<file path="src/rtl/hammu_hamnhan_axi_master.sv">
// AXI4-Lite initiator for the hammu_hamnhan multiply/power slave: writes A, B and CTRL,
// polls STATUS until done (or timeout), reads RESULT and returns it on the response port.
module hammu_hamnhan_axi_master #(
  parameter logic [31:0] C_BASEADDR     = 32'h74400000,
  parameter int          C_POLL_LIMIT   = 16,
  parameter int          C_M_AXI_DWIDTH = 32
) (
  input  logic                      M_AXI_ACLK,
  input  logic                      M_AXI_ARESET,
  input  logic                      cmd_valid,
  output logic                      cmd_ready,
  input  logic                      cmd_op,
  input  logic [C_M_AXI_DWIDTH-1:0] cmd_a,
  input  logic [C_M_AXI_DWIDTH-1:0] cmd_b,
  output logic                      rsp_valid,
  output logic [C_M_AXI_DWIDTH-1:0] rsp_data,
  output logic                      rsp_err,
  output logic [31:0]               M_AXI_AWADDR,
  output logic                      M_AXI_AWVALID,
  input  logic                      M_AXI_AWREADY,
  output logic [C_M_AXI_DWIDTH-1:0] M_AXI_WDATA,
  output logic [3:0]                M_AXI_WSTRB,
  output logic                      M_AXI_WVALID,
  input  logic                      M_AXI_WREADY,
  input  logic [1:0]                M_AXI_BRESP,
  input  logic                      M_AXI_BVALID,
  output logic                      M_AXI_BREADY,
  output logic [31:0]               M_AXI_ARADDR,
  output logic                      M_AXI_ARVALID,
  input  logic                      M_AXI_ARREADY,
  input  logic [C_M_AXI_DWIDTH-1:0] M_AXI_RDATA,
  input  logic [1:0]                M_AXI_RRESP,
  input  logic                      M_AXI_RVALID,
  output logic                      M_AXI_RREADY
);

  localparam logic [31:0] OFF_A      = 32'h00;
  localparam logic [31:0] OFF_B      = 32'h04;
  localparam logic [31:0] OFF_CTRL   = 32'h08;
  localparam logic [31:0] OFF_STATUS = 32'h0C;
  localparam logic [31:0] OFF_RESULT = 32'h10;
  localparam logic [15:0] POLL_LAST  = 16'(C_POLL_LIMIT - 1);

  typedef enum logic [2:0] {
    ST_IDLE,
    ST_WR_A,
    ST_WR_B,
    ST_WR_CTRL,
    ST_RD_STAT,
    ST_RD_RES,
    ST_RESP
  } state_t;

  state_t                    state, state_next;
  logic                      aw_done, w_done, ar_done;
  logic [15:0]               poll_cnt;
  logic                      op_q;
  logic [C_M_AXI_DWIDTH-1:0] a_q, b_q;
  logic                      is_write, is_read;
  logic                      b_fire, r_fire, b_err, r_err;
  logic                      load_rsp, rsp_err_next;
  logic [C_M_AXI_DWIDTH-1:0] rsp_data_next;

  assign M_AXI_WSTRB = 4'b1111;

  always_ff @(posedge M_AXI_ACLK or posedge M_AXI_ARESET) begin
    if (M_AXI_ARESET) state <= ST_IDLE;
    else              state <= state_next;
  end

  // VALID/READY come straight from registered state so an async reset drops them at once,
  // and address/data are a function of state alone so they cannot move during a stall.
  always_comb begin
    state_next    = state;
    is_write      = (state == ST_WR_A) || (state == ST_WR_B) || (state == ST_WR_CTRL);
    is_read       = (state == ST_RD_STAT) || (state == ST_RD_RES);
    cmd_ready     = (state == ST_IDLE);
    M_AXI_AWVALID = is_write && !aw_done;
    M_AXI_WVALID  = is_write && !w_done;
    M_AXI_BREADY  = is_write;
    M_AXI_ARVALID = is_read && !ar_done;
    M_AXI_RREADY  = is_read;
    M_AXI_AWADDR  = '0;
    M_AXI_WDATA   = '0;
    M_AXI_ARADDR  = '0;
    b_fire        = is_write && M_AXI_BVALID;
    r_fire        = is_read && M_AXI_RVALID;
    b_err         = b_fire && (M_AXI_BRESP != 2'b00);
    r_err         = r_fire && (M_AXI_RRESP != 2'b00);
    load_rsp      = 1'b0;
    rsp_err_next  = 1'b0;
    rsp_data_next = '0;
    case (state)
      ST_IDLE: if (cmd_valid) state_next = ST_WR_A;
      ST_WR_A: begin
        M_AXI_AWADDR = C_BASEADDR + OFF_A;
        M_AXI_WDATA  = a_q;
        if (b_fire) state_next = ST_WR_B;
      end
      ST_WR_B: begin
        M_AXI_AWADDR = C_BASEADDR + OFF_B;
        M_AXI_WDATA  = b_q;
        if (b_fire) state_next = ST_WR_CTRL;
      end
      ST_WR_CTRL: begin
        M_AXI_AWADDR = C_BASEADDR + OFF_CTRL;
        M_AXI_WDATA  = {{(C_M_AXI_DWIDTH-2){1'b0}}, op_q, 1'b1};
        if (b_fire) state_next = ST_RD_STAT;
      end
      ST_RD_STAT: begin
        M_AXI_ARADDR = C_BASEADDR + OFF_STATUS;
        if (r_fire) begin
          if (M_AXI_RDATA[0]) begin
            state_next = ST_RD_RES;
          end else if (poll_cnt == POLL_LAST) begin
            state_next   = ST_RESP;
            load_rsp     = 1'b1;
            rsp_err_next = 1'b1;
          end
        end
      end
      ST_RD_RES: begin
        M_AXI_ARADDR = C_BASEADDR + OFF_RESULT;
        if (r_fire) begin
          state_next    = ST_RESP;
          load_rsp      = 1'b1;
          rsp_data_next = M_AXI_RDATA;
        end
      end
      ST_RESP: state_next = ST_IDLE;
      default: state_next = ST_IDLE;
    endcase
    if (b_err || r_err) begin
      state_next    = ST_RESP;
      load_rsp      = 1'b1;
      rsp_err_next  = 1'b1;
      rsp_data_next = '0;
    end
  end

  // Per-channel handshake flags clear when the transfer's response completes, so a
  // repeated STATUS poll simply re-issues the address phase.
  always_ff @(posedge M_AXI_ACLK or posedge M_AXI_ARESET) begin
    if (M_AXI_ARESET) begin
      aw_done   <= 1'b0;
      w_done    <= 1'b0;
      ar_done   <= 1'b0;
      poll_cnt  <= '0;
      op_q      <= 1'b0;
      a_q       <= '0;
      b_q       <= '0;
      rsp_valid <= 1'b0;
      rsp_data  <= '0;
      rsp_err   <= 1'b0;
    end else begin
      if (cmd_valid && cmd_ready) begin
        op_q <= cmd_op;
        a_q  <= cmd_a;
        b_q  <= cmd_b;
      end
      if (M_AXI_AWVALID && M_AXI_AWREADY) aw_done <= 1'b1;
      if (M_AXI_WVALID && M_AXI_WREADY)   w_done  <= 1'b1;
      if (b_fire) begin
        aw_done <= 1'b0;
        w_done  <= 1'b0;
      end
      if (M_AXI_ARVALID && M_AXI_ARREADY) ar_done <= 1'b1;
      if (r_fire) ar_done <= 1'b0;
      if (state == ST_WR_CTRL && state_next == ST_RD_STAT) poll_cnt <= '0;
      else if (state == ST_RD_STAT && r_fire)              poll_cnt <= poll_cnt + 16'd1;
      rsp_valid <= load_rsp;
      if (load_rsp) begin
        rsp_data <= rsp_data_next;
        rsp_err  <= rsp_err_next;
      end
    end
  end

endmodule

</file>
<file path="config.mk">
export PLATFORM = sky130hd
export DESIGN_NAME = hammu_hamnhan_axi_master
export DESIGN_NICKNAME = d
export VERILOG_FILES = /design/src/rtl/hammu_hamnhan_axi_master.sv
export SDC_FILE = /design/constraint.sdc
export NUM_CORES = 1
export LEC_CHECK = 0
export CAP_MARGIN = 20
export CORE_UTILIZATION = 47
export DETAILED_ROUTE_END_ITERATION = 16
export GPL_ROUTABILITY_DRIVEN = 0
export GPL_TIMING_DRIVEN = 0
export PLACE_DENSITY = 0.85
export SYNTH_ARGS = -nofsm -noshare
export SYNTH_HDL_FRONTEND = slang
export SYNTH_SLANG_ARGS = --single-unit
</file>
<file path="constraint.sdc">
create_clock -name M_AXI_ACLK -period 7.7 [get_ports M_AXI_ACLK]
set_clock_uncertainty 0.2 [all_clocks]
set_input_delay 1.54 -clock M_AXI_ACLK [delete_from_list [all_inputs] [get_ports M_AXI_ACLK]]
set_output_delay 1.54 -clock M_AXI_ACLK [all_outputs]
set_load 0.02 [all_outputs]
</file>
==> results.txt <==
In the global route stage, overall resource usage came out at 26.1%. The via count of the first global-routing pass was 5201; the first-iteration detailed-routing DRC count was 274. The final hold violation count was 0. The met3 global-route usage is 10.8%, and the flip-flop and latch count after synthesis is 121. The final layout contains 914 nets. The fraction of final layout cells with drive strength greater than 1 came out at 20.6%. Buffers inserted to repair hold after CTS numbered 0. Data on the critical path is required at its endpoint by 5960 ps. Slew at the pin closest to its max-slew limit: 705 ps.

The run finished with clean final reports. The row count came out at 40. Clock tree buffer depth: 2. The overall die width was 115 um; the average size of a mapped cell was 11.1 um2. The logs give 12.5 mm for the half-perimeter wire length after detailed placement and 3.91 nW for the static power due to leakage. The die covers 13100 um2. Kind of start point of the critical path: a flop.

The number of antenna violations at the first check in global routing was 0. The post-synthesis cell type with the largest combined area is sky130_fd_sc_hd__dfrtp_1. The maximum level of the CTS H-tree came out at 4. Of the synthesized area, sequential elements account for 50.8%. The cell area that synthesis handed to floorplanning was 5960 um2. Biggest fanout along the worst timing path: 10. In the post-synthesis netlist, the biggest area contributors are sky130_fd_sc_hd__dfrtp_1 51%, sky130_fd_sc_hd__mux2_2 12%, sky130_fd_sc_hd__buf_4 7.9%, sky130_fd_sc_hd__a22o_1 4.4%, sky130_fd_sc_hd__a22oi_1 4.0%.

The share of synthesized flip-flops with an asynchronous set or reset works out to 100%. The run gives 0 as the count of final max-slew check failures. The via density per instance is 5.24. For this run, the number of Yosys warnings is 0. Across the VDD grid, the largest voltage drop is 0.261 mV. The die outline height came out at 115 um. The per-cell routed wire length is 17.2 um.

The classification of the worst-slack hold path is flop to flop. Setup repair after global routing left no endpoint under its margin. For the number of buffers added by the clock tree synthesis step, the log shows 17. The run gives 3200 ps as the data arrival time at the worst-slack endpoint. After layout, the design draws a total of 0.00375 W.

After synthesis, the largest area contributor takes up 50.8% of total cell area. For the summed negative setup slack over all endpoints, the log shows 0 ps. STA classifies the critical path endpoint as an output pin. The first TritonRoute pass finished after 5 iterations. The core region is 12200 um2. The count of buffers inserted at the top-level ports works out to 195. Static timing analysis puts the maximum clock frequency at 0.202 GHz. Number of ports placed on the die boundary: 249. For the count of vias placed by the detailed router, the log shows 5165.

The initial utilization of the core area, before any placement, comes to 49.0%. At the later pin of the worst-skew pair, clock insertion delay measures 400 ps. Post-CTS timing repair inserted 0 buffers for setup. In this run the tightest slew margin relative to its limit is 52.6%. After detailed routing, the total wire length is 16.9 mm. In this run the power density over the cells is 420 nW/um2. For this run, the leading register cell type out of synthesis is sky130_fd_sc_hd__dfrtp_1. Number of max-cap violations: 0. For this run, global-route usage on met1 was measured as 27.9%. The most utilized layer in the global route result is met2. The number of gates resized after CTS was 0. The flop-to-flop setup slack came out at 5070 ps.

Counting every sink on the clock net gives 121. The area growth from synthesis to layout is 50.0%. For this run, design rule violations remaining after detail routing come to 0. TritonCTS built the clock tree. The unique cell type count in the Yosys netlist is 43, and the number of inserted diodes is 0. The shortest clock period the worst path allows after layout was 4940 ps; the met2 track utilization from global routing was 47.5%. The final clock period utilization by the worst path was 64.2%. The tree is rooted in a sky130_fd_sc_hd__clkbuf_16. After clock tree synthesis, the clock-pin slew on the worst setup and hold paths is 60 ps. The tools report the first-pass GRT wire length as 25.9 mm. After global routing the overflow that remains totals 0. Synthesis handed over a netlist of 538 instances. The largest net degree at the start of global routing is 88.

The setup path with the least slack is of type flop to output pin. Setup violations remaining at the end of the flow were counted as 0. The count of nets left with antenna violations once routing finished came out at 0. Number of synthesized flops with an enable pin: 0.
## worst paths after layout
kind / from / to / cells past startpoint
setup / recovery: state[0] / M_AXI_WDATA[20] / 6
max in group asynchronous: M_AXI_ARESET / a_q[8] / 3
min in group asynchronous: M_AXI_ARESET / b_q[25] / 2
hold reg to reg: a_q[0] / a_q[0] / 1
setup reg to reg: state[1] / b_q[6] / 5
hold / removal: a_q[0] / a_q[0] / 1
## flip-flops by register name, summed over array words and instances, names as in the netlist
name       flops
a_q           32
b_q           32
rsp_data      32
poll_cnt      16
state          3
ar_done        1
aw_done        1
op_q           1
rsp_err        1
rsp_valid      1
w_done         1
## cells by family after synthesis
group,Yosys count,share of synthesized area [%]
and+or+nand+nor,104,9.47
DFF,121,50.8
muxes,66,12.5
buffers and inverters,107,10.8
AOI/OAI and AO/OA,125,14.3
adders and majority gates,2,0.378
xor gates and xnor gates,11,1.62
other,2,0.126
## area by class of cell
class / count / area [um2]
buffer: 98 / 612
tap: 168 / 210
multi-input combinational: 361 / 2480
clock inverter: 10 / 118
clock buffer: 22 / 474
inverter: 9 / 38.8
timing repair buffer: 196 / 1980
fill: 848 / 3220
sequential: 121 / 3030
## report_power, final
group	switching [W]	total (W)	internal, W
Clock	0.000285	0.000787	0.000502
Combinational	0.000910	0.00183	0.000921
Sequential	0.000198	0.00113	0.000936
## per-layer routing
metal  routed length [um]  vias up
li1                     -     2371
met1                 6320     2523
met2                 8730      264
met3                 1760        7
met4                   89        0
met5                    0        -
## cells in the final DEF, fill, tap and decap left out, types with 6 or more instances in the layout
cell type / n
sky130_fd_sc_hd__clkbuf_16: 17
sky130_fd_sc_hd__a22o_1: 30
sky130_fd_sc_hd__buf_4: 63
sky130_fd_sc_hd__a22oi_1: 32
sky130_fd_sc_hd__conb_1: 53
sky130_fd_sc_hd__nand3_1: 35
sky130_fd_sc_hd__buf_2: 6
sky130_fd_sc_hd__inv_1: 8
sky130_fd_sc_hd__nand4_1: 7
sky130_fd_sc_hd__a21oi_1: 46
sky130_fd_sc_hd__clkbuf_1: 31
sky130_fd_sc_hd__nor2_1: 23
sky130_fd_sc_hd__dfrtp_1: 121
sky130_fd_sc_hd__xor2_1: 6
sky130_fd_sc_hd__nand2_1: 12
sky130_fd_sc_hd__clkdlybuf4s50_1: 195
sky130_fd_sc_hd__mux2_2: 65
## Yosys cell counts (all sizes together), types with 2 or more instances
| library cell | n |
|---|---|
| nand2 | 12 |
| nor4 | 4 |
| conb | 2 |
| nor4b | 2 |
| nor3 | 3 |
| xnor2 | 5 |
| nand4 | 7 |
| mux2 | 65 |
| dfrtp | 121 |
| a21oi | 46 |
| xor2 | 6 |
| nand2b | 2 |
| nand3 | 35 |
| nand3b | 3 |
| o21ai | 5 |
| clkbuf | 29 |
| nor4bb | 2 |
| nor2 | 23 |
| buf | 69 |
| a22o | 30 |
| a22oi | 32 |
| or3 | 4 |
| or4 | 2 |
| and3 | 3 |
| o31ai | 2 |
| inv | 9 |
## worst max-delay path, stage by stage, from the launching register on
cell                              delay [ps]
sky130_fd_sc_hd__dfrtp_1                 400
sky130_fd_sc_hd__clkbuf_1                440
sky130_fd_sc_hd__inv_1                   210
sky130_fd_sc_hd__nor3_1                  370
sky130_fd_sc_hd__clkbuf_1                480
sky130_fd_sc_hd__a22o_1                  280
sky130_fd_sc_hd__clkdlybuf4s50_1         630
## per-stage QoR
| stage | cell area [um2] | hold slack [ps] | cells | utilization, % | setup slack [ps] |
|---|---|---|---|---|---|
| after floorplan | 6150 | 275 | 589 | - | 2750 |
| after global placement | 8310 | 287 | 952 | 68.4 | 1140 |
| after detailed placement | 8350 | 293 | 953 | 68.6 | 3210 |
| after CTS | 8940 | 306 | 985 | 73.5 | 2730 |
| after global routing | 8940 | 316 | 985 | 73.5 | 2510 |
| final | 8940 | 304 | 985 | 73.5 | 2760 |
Note: power is estimated with default switching activity, not from simulation.
